`config.mk`:
```
export PLATFORM = sky130hd
export DESIGN_NAME = commit_fifo
export DESIGN_NICKNAME = d
export VERILOG_FILES = /design/src/rtl/commit_pkg.sv /design/src/rtl/commit_fifo.sv
export SDC_FILE = /design/constraint.sdc
export NUM_CORES = 2
export LEC_CHECK = 0
export CAP_MARGIN = 20
export CORE_MARGIN = 2
export CORE_UTILIZATION = 60
export CTS_BUF_LIST = sky130_fd_sc_hd__clkbuf_8 sky130_fd_sc_hd__clkbuf_16
export CTS_CLUSTER_DIAMETER = 120
export CTS_CLUSTER_SIZE = 28
export DETAILED_ROUTE_END_ITERATION = 12
export GPL_TIMING_DRIVEN = 0
export PLACE_DENSITY_LB_ADDON = 0.12
export SLEW_MARGIN = 5
export SYNTH_ARGS = -nofsm -noshare
export SYNTH_HDL_FRONTEND = slang
export SYNTH_SLANG_ARGS = --single-unit
```
`constraint.sdc`:
```
create_clock -name clk -period 78.1 [get_ports clk]
set_input_delay 11.715 -clock clk [delete_from_list [all_inputs] [get_ports clk]]
set_output_delay 11.715 -clock clk [all_outputs]
set_load 0.005 [all_outputs]
```
`src/rtl/commit_pkg.sv`:
```
// Shared types for the commit-stream checker: record layout,
// field-mask bit positions and checker states.
package commit_pkg;

   localparam int CMT_XLEN = 64;

   localparam int FLD_PC      = 0;
   localparam int FLD_INSTR   = 1;
   localparam int FLD_RD_ADDR = 2;
   localparam int FLD_RD_DATA = 3;
   localparam int FLD_MEM_WE  = 4;
   localparam int FLD_MEM     = 5;
   localparam int FLD_TRAP    = 6;
   localparam int FLD_PRIV    = 7;

   typedef enum logic [1:0] {
      ST_IDLE     = 2'b00,
      ST_RUN      = 2'b01,
      ST_MISMATCH = 2'b10,
      ST_ERROR    = 2'b11
   } chk_state_e;

   typedef struct packed {
      logic [CMT_XLEN-1:0] pc;
      logic [31:0]         instr;
      logic [4:0]          rd_addr;
      logic [CMT_XLEN-1:0] rd_data;
      logic                mem_we;
      logic [CMT_XLEN-1:0] mem_addr;
      logic [CMT_XLEN-1:0] mem_wdata;
      logic                trap;
      logic [1:0]          priv;
   } commit_rec_t;

   // rd_data is don't-care for x0 writes; memory payload only when both store
   function automatic logic [7:0] cmp_rec(input commit_rec_t d,
                                          input commit_rec_t r);
      logic [7:0] m;
      m = '0;
      m[FLD_PC]      = d.pc != r.pc;
      m[FLD_INSTR]   = d.instr != r.instr;
      m[FLD_RD_ADDR] = d.rd_addr != r.rd_addr;
      m[FLD_RD_DATA] = (d.rd_addr != 5'd0) && (d.rd_data != r.rd_data);
      m[FLD_MEM_WE]  = d.mem_we != r.mem_we;
      m[FLD_MEM]     = d.mem_we && r.mem_we &&
                       ((d.mem_addr != r.mem_addr) ||
                        (d.mem_wdata != r.mem_wdata));
      m[FLD_TRAP]    = d.trap != r.trap;
      m[FLD_PRIV]    = d.priv != r.priv;
      return m;
   endfunction

endpackage

```
`src/rtl/commit_fifo.sv`:
```
// Synchronous FIFO of commit records; pointers carry one extra wrap bit
// so full and empty are distinguishable without a separate counter.
module commit_fifo
   import commit_pkg::*;
#(
   parameter int DEPTH = 8
) (
   input  logic                   clk,
   input  logic                   rst,
   input  logic                   clr,
   input  logic                   push,
   input  logic                   pop,
   input  commit_rec_t            din,
   output commit_rec_t            dout,
   output logic                   full,
   output logic                   empty,
   output logic [$clog2(DEPTH):0] count
);
   localparam int AW = $clog2(DEPTH);

   commit_rec_t   mem [DEPTH];
   logic [AW:0]   wp;
   logic [AW:0]   rp;
   logic          wr_en;
   logic          rd_en;

   assign empty = wp == rp;
   assign full  = (wp[AW] != rp[AW]) && (wp[AW-1:0] == rp[AW-1:0]);
   assign count = wp - rp;
   assign dout  = mem[rp[AW-1:0]];

   // a full FIFO still accepts a write when the head leaves on the same edge
   assign wr_en = push && (!full || pop);
   assign rd_en = pop && !empty;

   always_ff @(posedge clk) begin
      if (rst || clr) begin
         wp <= '0;
         rp <= '0;
      end else begin
         if (wr_en) wp <= wp + 1'b1;
         if (rd_en) rp <= rp + 1'b1;
      end
   end

   always_ff @(posedge clk) begin
      if (wr_en) mem[wp[AW-1:0]] <= din;
   end

endmodule

```
**Word-level counts from Yosys, hierarchy flattened**

Memory sizes are Yosys's and may differ from the RTL's. A register that Yosys moved wholly into a read port is not among the register bits.
Cells that the tools add are included.

- $add $sub $neg: 3
- $mul: 0
- Div/mod/pow operators: 0
- Magnitude comparators: 0
- Eq/ne operators: 3
- Shifts and indexed selects: 0
- Mux-type cells: 4
- Bitwise operators: 0
- Reduce and logical (&&, ||, !) cells: 7

Operators with widths:

| kind | count |
|---|---|
| 4-bit by 1-bit adder with 4-bit output, second input constant | 2 |
| 3-bit 2-to-1 mux | 2 |
| 4-bit equality test | 1 |
| 4-bit subtractor | 1 |
| 3-bit equality test | 1 |
| 1-bit logical AND | 3 |
| 1-bit zero test | 2 |
| 1-bit logical OR | 2 |
| 1-bit 2-to-1 mux | 2 |
| 1-bit inequality test | 1 |

- Register bits after elaboration: 8
- Latch bits: 0
- Bits in writable memories: 2376
- Bits in read-only memories: 0
- Input bits: 302
- Output and inout bits: 303
- Word-level logic and storage cells: 20
- Memories: 1

Memories:

| memory | depth | bits a word | read ports | clocked after memory_dff | write ports | RTL line | text |
|---|---|---|---|---|---|---|---|
| mem | 8 | 297 | 1 | 1 | 1 | commit_fifo.sv:21 | `commit_rec_t mem [DEPTH];` |

**Depth between registers and ports, before layout**

- Depth in word-level cells: 7
- Depth in mapped cells: 6
- Gate-level depth less buffers: 6

**Worst setup path before layout**

OpenSTA, ideal clock, no wires.

- Kind: input to register
- Start: input pop
- End: memory mem[4][0] in the netlist's numbering, enable pin
- Library setup time: 1682 ps
- Data arrival time: 39669 ps
- Required time: 76418 ps
- Path slack: 36750 ps
- Cell stages on the path: 2
- Path buffers: 0
- Cells stage by stage: nor3_1 > nor4_1

- Word-level cells in the longest chain between the ends: 4

RTL lines:

| item | RTL line | text |
|---|---|---|
| from (decl) | commit_fifo.sv:12 | `input logic pop,` |
| 1-bit logical OR | commit_fifo.sv:33 | `assign wr_en = push && (!full \|\| pop);` |
| 1-bit logical AND | commit_fifo.sv:33 |  |
| 1-bit 2-to-1 mux | commit_fifo.sv:47 | `if (wr_en) mem[wp[AW-1:0]] <= din;` |
| 1-bit 2-to-1 mux (not written as such) | commit_fifo.sv:47 |  |
| to (decl) | commit_fifo.sv:21 |  |

Every way passes these cells.

==> impl_results.md <==
- CTS Buf Count: 95
- Crit-path most repeated cell: buf_2
- Syn Area/Cell: 25.6 um2
- Min cycle time layout: 15.66 ns
- Mapped cell area: 0.0899 mm2
- Number of DRC markers in iteration 0: 3775
- Final period util: 20.0%
- Critical Path RT: 66.39 ns
- Hold Vio Cnt, Final: 0
- Layout overhead on the synthesized area: 15.6%
- Setup TNS Final: 0 ns
- Top-area cell type share of the netlist area: 79.4%
- Vias per cell: 6.24
- Vias in the first global route: 40900
- Yosys top cell by area: edfxtp_1
- CP Class: reg2out
- Ys Warns: 0
- Crit-path slowest cell: clkbuf_1
- Chip Height: 391 um
- Clk buf depth: 3
- Max incr delay on CP: 0.74 ns
- Final wirelength: 194000 um
- Worst-Margin Slew: 0.932 ns
- First-pass GRT wire length: 280000 um
- Skew-Pair Late Insertion Delay: 0.73 ns
- Antenna violations before repair: 58
- Yosys cell types: 30
- Top-count cell post-synth: edfxtp_1
- Post-CTS resize count: 0
- Critical path arrival: 3.94 ns
- CP delay by family, top: buffers and inverters
- Post-DRT Antenna Nets: 0
- Slew Limit Fails: 0
- Critical Path, Cell by Cell: buf_2, buf_2, clkbuf_1, mux2_2, clkdlybuf4s50_1
- MaxCap Viol Count: 0
- Post-DP HPWL: 134000 um
- Initial Utilization: 60.2%
- Flip-flop and latch count after synthesis: 2387
- Final Net Count: 4777
- Horiz. Die Dim: 391 um
- Hold Path Class: reg2reg
- Core region area: 0.149 mm2
- Hold Slack: 0.566 ns
- Die ar.: 0.153 mm2
- Number of synthesized flops with an enable pin: 2376
- DR WL/cell: 30.1 um
- Outcome: complete, no violations
- Clock sink count: 2387
- Hold_buf cts: 0
- Critical path peak fanout: 10
- Fmax: 0.0639 GHz
- Main synth FF type: edfxtp_1
- CP Launch Type: flop
- Htree depth: 3
- Final setup fails: 0
- WP buf/inv: 4
- CTS clk-pin slew, worst paths: 0.11 ns
- Number of post-CTS setup repair buffers: 0
- Largest net degree at the start of global routing: 30
- Worst Clk Skew: 0.0237 ns
- Vias: 40200
- Count of input and output buffers: 604
- Unrepaired setup endpoints after global routing: no
- Slew headroom: 37.5%
- Syn Nets: 3815
- Drt pass-1 iters: 7
- # IOs: 605
- CTS tree: done
- Top post-synthesis cells by area: edfxtp_1, mux4_2, mux2_2
- GRT overflow: 0
- Pleak: 0.0319 uW
- # DRC: 0
- Peak VDD IR: 0.0227 mV
- Layout cells sized above 1: 30.9%
- FP Rows: 142
- Global Route Usage Sum: 25.5%
- PwrDens: 20.5 mW/mm2
- Post-synth top cells: edfxtp_1, mux4_2, mux2_2
- Post-synthesis sequential area ratio: 79.6%
- Synth async-reset ratio: 0%
- Root Buffer: clkbuf_16
- Mapped Cells: 3507
- Setup crit end kind: primary output
- RD Place Congestion: 0.735
-- worst paths after layout --
check                           startpoint          end  slack, ns  cells after the start
worst min register to register       wp[2]        wp[2]       0.57                      2
worst min-delay path                 wp[2]        wp[2]       0.57                      2
worst max register to register       wp[0]  mem[6][221]      74.09                     12
worst max-delay path                  flop    dout[239]      62.44                      5
-- worst min-delay path: stages (launching register included) --
cell     delay [ns]
dfxtp_1        0.37
o21ai_1        0.09
a21oi_1        0.06
-- flip-flops by register name (all words and copies together), names as in the netlist, named ones only --
name	count
mem	2376
rp	4
wp	4
-- layout make-up --
| cell class | instances | area (um2) |
|---|---|---|
| sequential | 2387 | 71600 |
| fill | 8865 | 45300 |
| multi-input combinational | 946 | 17200 |
| timing repair buffer | 865 | 8930 |
| clock buffer | 99 | 2480 |
| tap | 1944 | 2430 |
| buffer | 166 | 1180 |
| clock inverter | 14 | 93.8 |
| antenna | 22 | 55.1 |
| inverter | 8 | 30.0 |
-- cells by family (layout without fill, tap and decap cells) --
group                    count (synthesis)  in the layout  synth area share [%]
AO/OA/AOI/OAI                           11             11                0.0835
XOR/XNOR                                 8              8                0.0863
adder cells (fa/ha/maj)                  6              6                0.0919
buffers and inverters                  174           1152                  1.34
flip-flops                            2387           2387                  79.6
multiplexers                           893            893                  18.6
other                                    0             22                     0
AND/OR/NAND/NOR                         28             28                 0.146
-- through the flow --
step	power, uW	setup WS [ns]	std cells	instance area (um2)	utilization [%]
floorplan	1510	36.75	3507	89900	-
global placement	1590	6.64	6055	98400	65.9
detailed placement	1570	62.87	6316	101000	67.9
CTS	2150	62.29	6429	104000	69.6
global route	2190	62.23	6442	104000	69.6
finish	2130	62.44	6451	104000	69.6
-- power breakdown --
part           leakage, uW  switching [uW]  internal [uW]  total [uW]
sequential          0.0217            3.58           1420        1430
combinational      0.00892            53.1           63.6         117
clock              0.00130             357            229         587
-- cell usage in the layout (no fill, tap or decap), types with 2 or more instances in the layout --
| cell | instances |
|---|---|
| a21oi_1 | 3 |
| buf_1 | 19 |
| buf_12 | 38 |
| buf_16 | 4 |
| buf_2 | 55 |
| buf_4 | 131 |
| buf_6 | 137 |
| buf_8 | 14 |
| clkbuf_1 | 29 |
| clkbuf_16 | 99 |
| clkdlybuf4s50_1 | 604 |
| dfxtp_1 | 11 |
| diode_2 | 22 |
| edfxtp_1 | 2376 |
| ha_1 | 5 |
| inv_1 | 18 |
| inv_6 | 3 |
| mux2_2 | 297 |
| mux2i_1 | 2 |
| mux4_2 | 594 |
| nand2_1 | 2 |
| nand3_1 | 4 |
| nor2_1 | 9 |
| nor2_4 | 3 |
| nor3_2 | 4 |
| o21ai_0 | 2 |
| o21ai_1 | 2 |
| o31ai_2 | 2 |
| or3_1 | 2 |
| xnor2_1 | 4 |
| xor2_1 | 3 |
-- metal layers --
layer | wire [um] | vias up | GRT usage (%)
met3 | 16900 | 250 | 6.74
met2 | 94300 | 1426 | 40.2
met5 | 405 | - | 0
met4 | 4690 | 64 | 6.52
met1 | 77700 | 21600 | 36.4
li1 | - | 16900 | -
Note: power is estimated with default switching activity, not from simulation.
